===== src/rtl/paper_sequencer.sv =====
// Fetch/execute sequencer for the 2-bit paper processor; one incrementer is shared
// between register INC/DEC and PC advance. Optional macro: SINGLE_STEP_EN.
module paper_sequencer #(
    parameter int W = 2
) (
    input  logic         clk,
    input  logic         reset,
    input  logic         run,
    input  logic         step,
    output logic [W-1:0] imem_addr,
    input  logic [W+1:0] imem_data,
    output logic [W-1:0] reg_sel,
    input  logic [W-1:0] reg_rdata,
    output logic [W-1:0] reg_wdata,
    output logic         reg_we,
    output logic         inc_en,
    output logic [W-1:0] inc_a,
    input  logic [W-1:0] inc_sum,
    input  logic         inc_carry,
    output logic [W-1:0] pc,
    output logic         busy,
    output logic         halted,
    output logic         overflow
);
    typedef enum logic [2:0] {IDLE, FETCH, EXEC, PCINC, HALT} state_t;

    localparam logic [1:0] OP_INC = 2'b00;
    localparam logic [1:0] OP_DEC = 2'b01;
    localparam logic [1:0] OP_ISZ = 2'b10;

    state_t       state, state_next;
    logic [W+1:0] ir, ir_next;
    logic [W-1:0] pc_next;
    logic         skip, skip_next;
    logic         ovf_next;
    logic [1:0]   opcode;
    logic [W-1:0] operand;
    logic         start;
    logic         continue_run;

    assign opcode  = ir[W+1:W];
    assign operand = ir[W-1:0];

`ifdef SINGLE_STEP_EN
    logic step_q;

    always_ff @(posedge clk) begin
        if (reset) step_q <= 1'b0;
        else       step_q <= step;
    end

    // Only a fresh step edge seen while idle launches one instruction.
    assign start        = run && step && !step_q;
    assign continue_run = 1'b0;
`else
    logic step_unused;

    assign step_unused  = step;
    assign start        = run;
    assign continue_run = run;
`endif

    always_comb begin
        state_next = state;
        pc_next    = pc;
        ir_next    = ir;
        skip_next  = skip;
        ovf_next   = overflow;
        imem_addr  = '0;
        reg_sel    = '0;
        reg_wdata  = '0;
        reg_we     = 1'b0;
        inc_en     = 1'b0;
        inc_a      = '0;
        busy       = 1'b0;
        halted     = 1'b0;
        case (state)
            IDLE: begin
                if (start) state_next = FETCH;
            end
            FETCH: begin
                busy       = 1'b1;
                imem_addr  = pc;
                ir_next    = imem_data;
                state_next = EXEC;
            end
            EXEC: begin
                busy    = 1'b1;
                reg_sel = operand;
                case (opcode)
                    OP_INC: begin
                        inc_en     = 1'b1;
                        inc_a      = reg_rdata;
                        reg_wdata  = inc_sum;
                        // A reset arriving mid-EXEC must suppress the write.
                        reg_we     = !reset;
                        ovf_next   = overflow | inc_carry;
                        state_next = PCINC;
                    end
                    OP_DEC: begin
                        // Decrement as ~(~x + 1) so the single incrementer serves both.
                        inc_en     = 1'b1;
                        inc_a      = ~reg_rdata;
                        reg_wdata  = ~inc_sum;
                        reg_we     = !reset;
                        ovf_next   = overflow | inc_carry;
                        state_next = PCINC;
                    end
                    OP_ISZ: begin
                        skip_next  = (reg_rdata == '0);
                        state_next = PCINC;
                    end
                    default: begin
                        if (operand == pc) begin
                            state_next = HALT;
                        end else begin
                            pc_next    = operand;
                            state_next = continue_run ? FETCH : IDLE;
                        end
                    end
                endcase
            end
            PCINC: begin
                busy    = 1'b1;
                inc_en  = 1'b1;
                inc_a   = pc;
                pc_next = inc_sum;
                if (skip) skip_next  = 1'b0;
                else      state_next = continue_run ? FETCH : IDLE;
            end
            HALT: begin
                halted = 1'b1;
            end
            default: begin
                state_next = IDLE;
            end
        endcase
    end

    always_ff @(posedge clk) begin
        if (reset) begin
            state    <= IDLE;
            pc       <= '0;
            ir       <= '0;
            skip     <= 1'b0;
            overflow <= 1'b0;
        end else begin
            state    <= state_next;
            pc       <= pc_next;
            ir       <= ir_next;
            skip     <= skip_next;
            overflow <= ovf_next;
        end
    end
endmodule


===== config.mk =====
export PLATFORM = sky130hd
export DESIGN_NAME = paper_sequencer
export DESIGN_NICKNAME = d
export VERILOG_FILES = /design/src/rtl/paper_sequencer.sv
export SDC_FILE = /design/constraint.sdc
export NUM_CORES = 1
export LEC_CHECK = 0
export BUFFER_PORTS_ARGS = -buffer_cell sky130_fd_sc_hd__buf_4
export CELL_PAD_IN_SITES_DETAIL_PLACEMENT = 1
export CELL_PAD_IN_SITES_GLOBAL_PLACEMENT = 2
export CORE_UTILIZATION = 23
export CTS_BUF_LIST = sky130_fd_sc_hd__clkbuf_4
export DETAILED_ROUTE_END_ITERATION = 8
export PLACE_DENSITY_LB_ADDON = 0.1
export RECOVER_POWER = 100
export SETUP_SLACK_MARGIN = 0.2
export SYNTH_ARGS = -nofsm -noshare
export SYNTH_HDL_FRONTEND = slang
export SYNTH_SLANG_ARGS = --single-unit
export TNS_END_PERCENT = 1

===== constraint.sdc =====
create_clock -name clk -period 1.2 [get_ports clk]
set_clock_uncertainty 0.05 [all_clocks]
set_input_delay 0.18 -clock clk [delete_from_list [all_inputs] [get_ports clk]]
set_output_delay 0.18 -clock clk [all_outputs]
set_load 0.05 [all_outputs]

==> results.yml <==
status:
  status: "complete, but fails checks"
  violations: "negative setup slack"
pwr:
  power.internal_uw: 759.1
  p_clk_frac: 0.232
  cellPowerDensity_mw_per_mm2: 996.3
  swShare: 0.3508
  p_leak_uw: 0.0005119
  p_total_uw: 1169
  switchingPower_uw: 410.2
  combPwrFrac: 0.408
  p_seq_frac: 0.361
  max-vdd-ir-drop_mv: 0.6907
sta:
  setup_violations: 20
  slew_viol_final: 0
  fin_ws_ps: -402.0
  finalCritPeriodShare: 1.335
  fmax_mhz: 624.2
  finalSetupTns_ps: -4594
  timing.final.crit_period_ps: 1602
  rsz0062_at_grt: "true"
  finalHoldViolCount: 0
  worst_pin_slew_ps: 281.2
  maxSlewHeadroom: 0.8113
synth:
  synth_nets: 94
  ys_seq_elements: 11
  syn_area_um2: 653.1
  avgSynthCellArea_um2: 8.063
  ys_types: 24
  yosysSeqAreaShare: 0.3372
  syn-instance-count: 81
  yosys_warnings: 0
critical_path:
  arrival_ps: 1370
  crit_required_ps: 970
  path_cells: "nor3b_4 -> nand2_4 -> o21ai_4 -> buf_6"
  critPathTopFamily: "simple AND/OR/NAND/NOR gates"
  worstPathMaxFanout: 6
  worst-path-buf-inv: 1
  worst-setup-path-type: "reg2out"
  cp-end-kind: "output port"
  cp-start-kind: "flop"
  cpMaxStageDelayCell: "dfxtp_2"
  max_stage_delay_ps: 360
floorplanning:
  die_x_um: 55.29
  fp.dieH_um: 55.29
  start_util: 0.2522
  core_area_mm2: 0.002590
  boundaryPins: 28
  rows: 18
  die-area_mm2: 0.003057
cts:
  post_cts_buffers: 0
  ctsHoldBuffers: 0
  cts_sinks: 11
  clock_latency_ps: 260
  cts_buffer_depth: 2
  h-tree-depth: 1
  clk_pin_slew_ps: 70
  cts_tree: "done"
  cts_buffers: 3
  root_buffer: "clkbuf_4"
cells_and_area:
  drive_gt1_frac: 0.5574
  nNetsFinal: 136
  final_common_cell: "buf_4"
  mostFrequentLayoutCells: "buf_4 (25), buf_6 (14), nor2_1 (10)"
  design_area_mm2: 0.001174
  area_delta_synth_final_pct: 79.69
  insertedDiodeCount: 0
  fillers: 310
route:
  dr.pass1.iters: 3
  drt_iter0_drc: 6
  post_drt_wl_per_cell_um: 13.67
  drc: 0
  wl_um: 2078
  postRouteAntennaNets: 0
  vias: 708
  drt-vias-per-instance: 4.658
global_routing:
  grt.total_usage: 0.1415
  grt_pass1_vias: 769
  antenna_found_initial: 0
  grt_max_degree: 13
  overflow: 0
  grt_first_pass_wirelength_um: 3491
job:
  max_cap_violations: 0
placement:
  pre_cts_ws_ps: -209.9
  io_buffers: 26
  place_congestion: 0.8160
  hpwlAfterDp_um: 1641
  place_area_mm2: 0.001069
hold_path:
  min_path_type: "in2reg"
==> cell families (layout without fill, tap and decap cells) <==
| family | after synthesis | count (layout) | share of synthesized area |
|---|---|---|---|
| mux | 7 | 7 | 0.1073 |
| simple gates | 35 | 35 | 0.2969 |
| xor+xnor | 6 | 6 | 0.08046 |
| buf+inv | 8 | 49 | 0.05746 |
| flops | 11 | 11 | 0.3372 |
| compound gates | 14 | 14 | 0.1207 |
==> path summary, 6_finish.rpt <==
kind / startpoint / endpoint / slack (ps) / cells past startpoint
worst max-delay path: state[1]$_SDFFE_PP0P_ / inc_a[0] / -400 / 4
worst min-delay path: imem_data[1] / ir[1]$_SDFFE_PP0N_ / 100 / 3
worst max register to register: ir[0]$_SDFFE_PP0N_ / state[0]$_SDFFE_PP0P_ / -140 / 4
worst min register to register: overflow$_SDFFE_PP0P_ / overflow$_SDFFE_PP0P_ / 430 / 2
==> metal layers <==
layer / vias to the layer above / global-route usage / routed length [µm]
met4: 0 / 0.03214 / 0
met2: 16 / 0.2427 / 1051
met1: 335 / 0.1838 / 965
met5: - / 0 / 0
met3: 0 / 0.02576 / 61
li1: 357 / - / -
==> power groups by stage <==
stage	Combinational (µW)	Clock, µW	Sequential, µW
6_report	477	271	422
4_1_cts	474	286	420
3_5_place_dp	451	0	426
2_1_floorplan	268	0	433
3_3_place_gp	445	0	425
5_1_grt	509	304	427
==> worst register-to-register path: cells and delay by family (launching register included) <==
kind            cells  cell delay, ps
simple gates        2             590
flops               1             340
xor+xnor            1             180
compound gates      1              60
==> area by class of cell <==
| cell class | count | area (µm²) | share of cell area |
|---|---|---|---|
| Clock buffer | 4 | 30.03 | 0.02559 |
| Timing Repair Buffer | 42 | 385.4 | 0.3284 |
| Sequential cell | 11 | 232.7 | 0.1983 |
| Multi-Input combinational cell | 62 | 476.7 | 0.4062 |
| Tap cell | 30 | 37.54 | 0.03198 |
| Inverter | 3 | 11.26 | 0.009595 |
==> metrics by stage <==
step	std cells	utilization	hold slack, ps
6_report	152	0.4531	103.0
5_1_grt	152	0.4531	116.6
4_1_cts	152	0.4478	101.7
3_5_place_dp	148	0.4126	380.9
3_3_place_gp	148	0.4126	365.3
2_1_floorplan	81	-	277.2
==> synth_stat cells <==
cell / count / share of area
a31oi_1: 1 / 0.0096
and3b_1: 1 / 0.013
nor3_1: 2 / 0.015
inv_1: 3 / 0.017
or3_1: 1 / 0.0096
buf_4: 1 / 0.011
a21oi_1: 6 / 0.046
clkbuf_1: 1 / 0.0057
nor2_1: 14 / 0.080
a21boi_0: 2 / 0.023
and2_1: 5 / 0.048
mux2i_1: 7 / 0.11
xor2_1: 2 / 0.027
a22oi_1: 1 / 0.011
nand4b_1: 1 / 0.013
and4b_1: 1 / 0.015
nor3b_2: 2 / 0.038
xnor2_1: 4 / 0.054
nand2_1: 5 / 0.029
buf_2: 3 / 0.023
o21ai_0: 4 / 0.031
dfxtp_1: 11 / 0.34
nand3b_1: 2 / 0.023
or4_1: 1 / 0.011
==> registers in the layout (all words and copies together) (netlist names) <==
register	count
state	3
pc	2
overflow	1
skip	1
ir	4
==> repair_timing <==
item / in CTS / in global routing
pin swaps: 2 / 4
setup endpoints to repair: 26 / 26
resized for setup: 19 / 13
(Power assumes the default switching activity.)
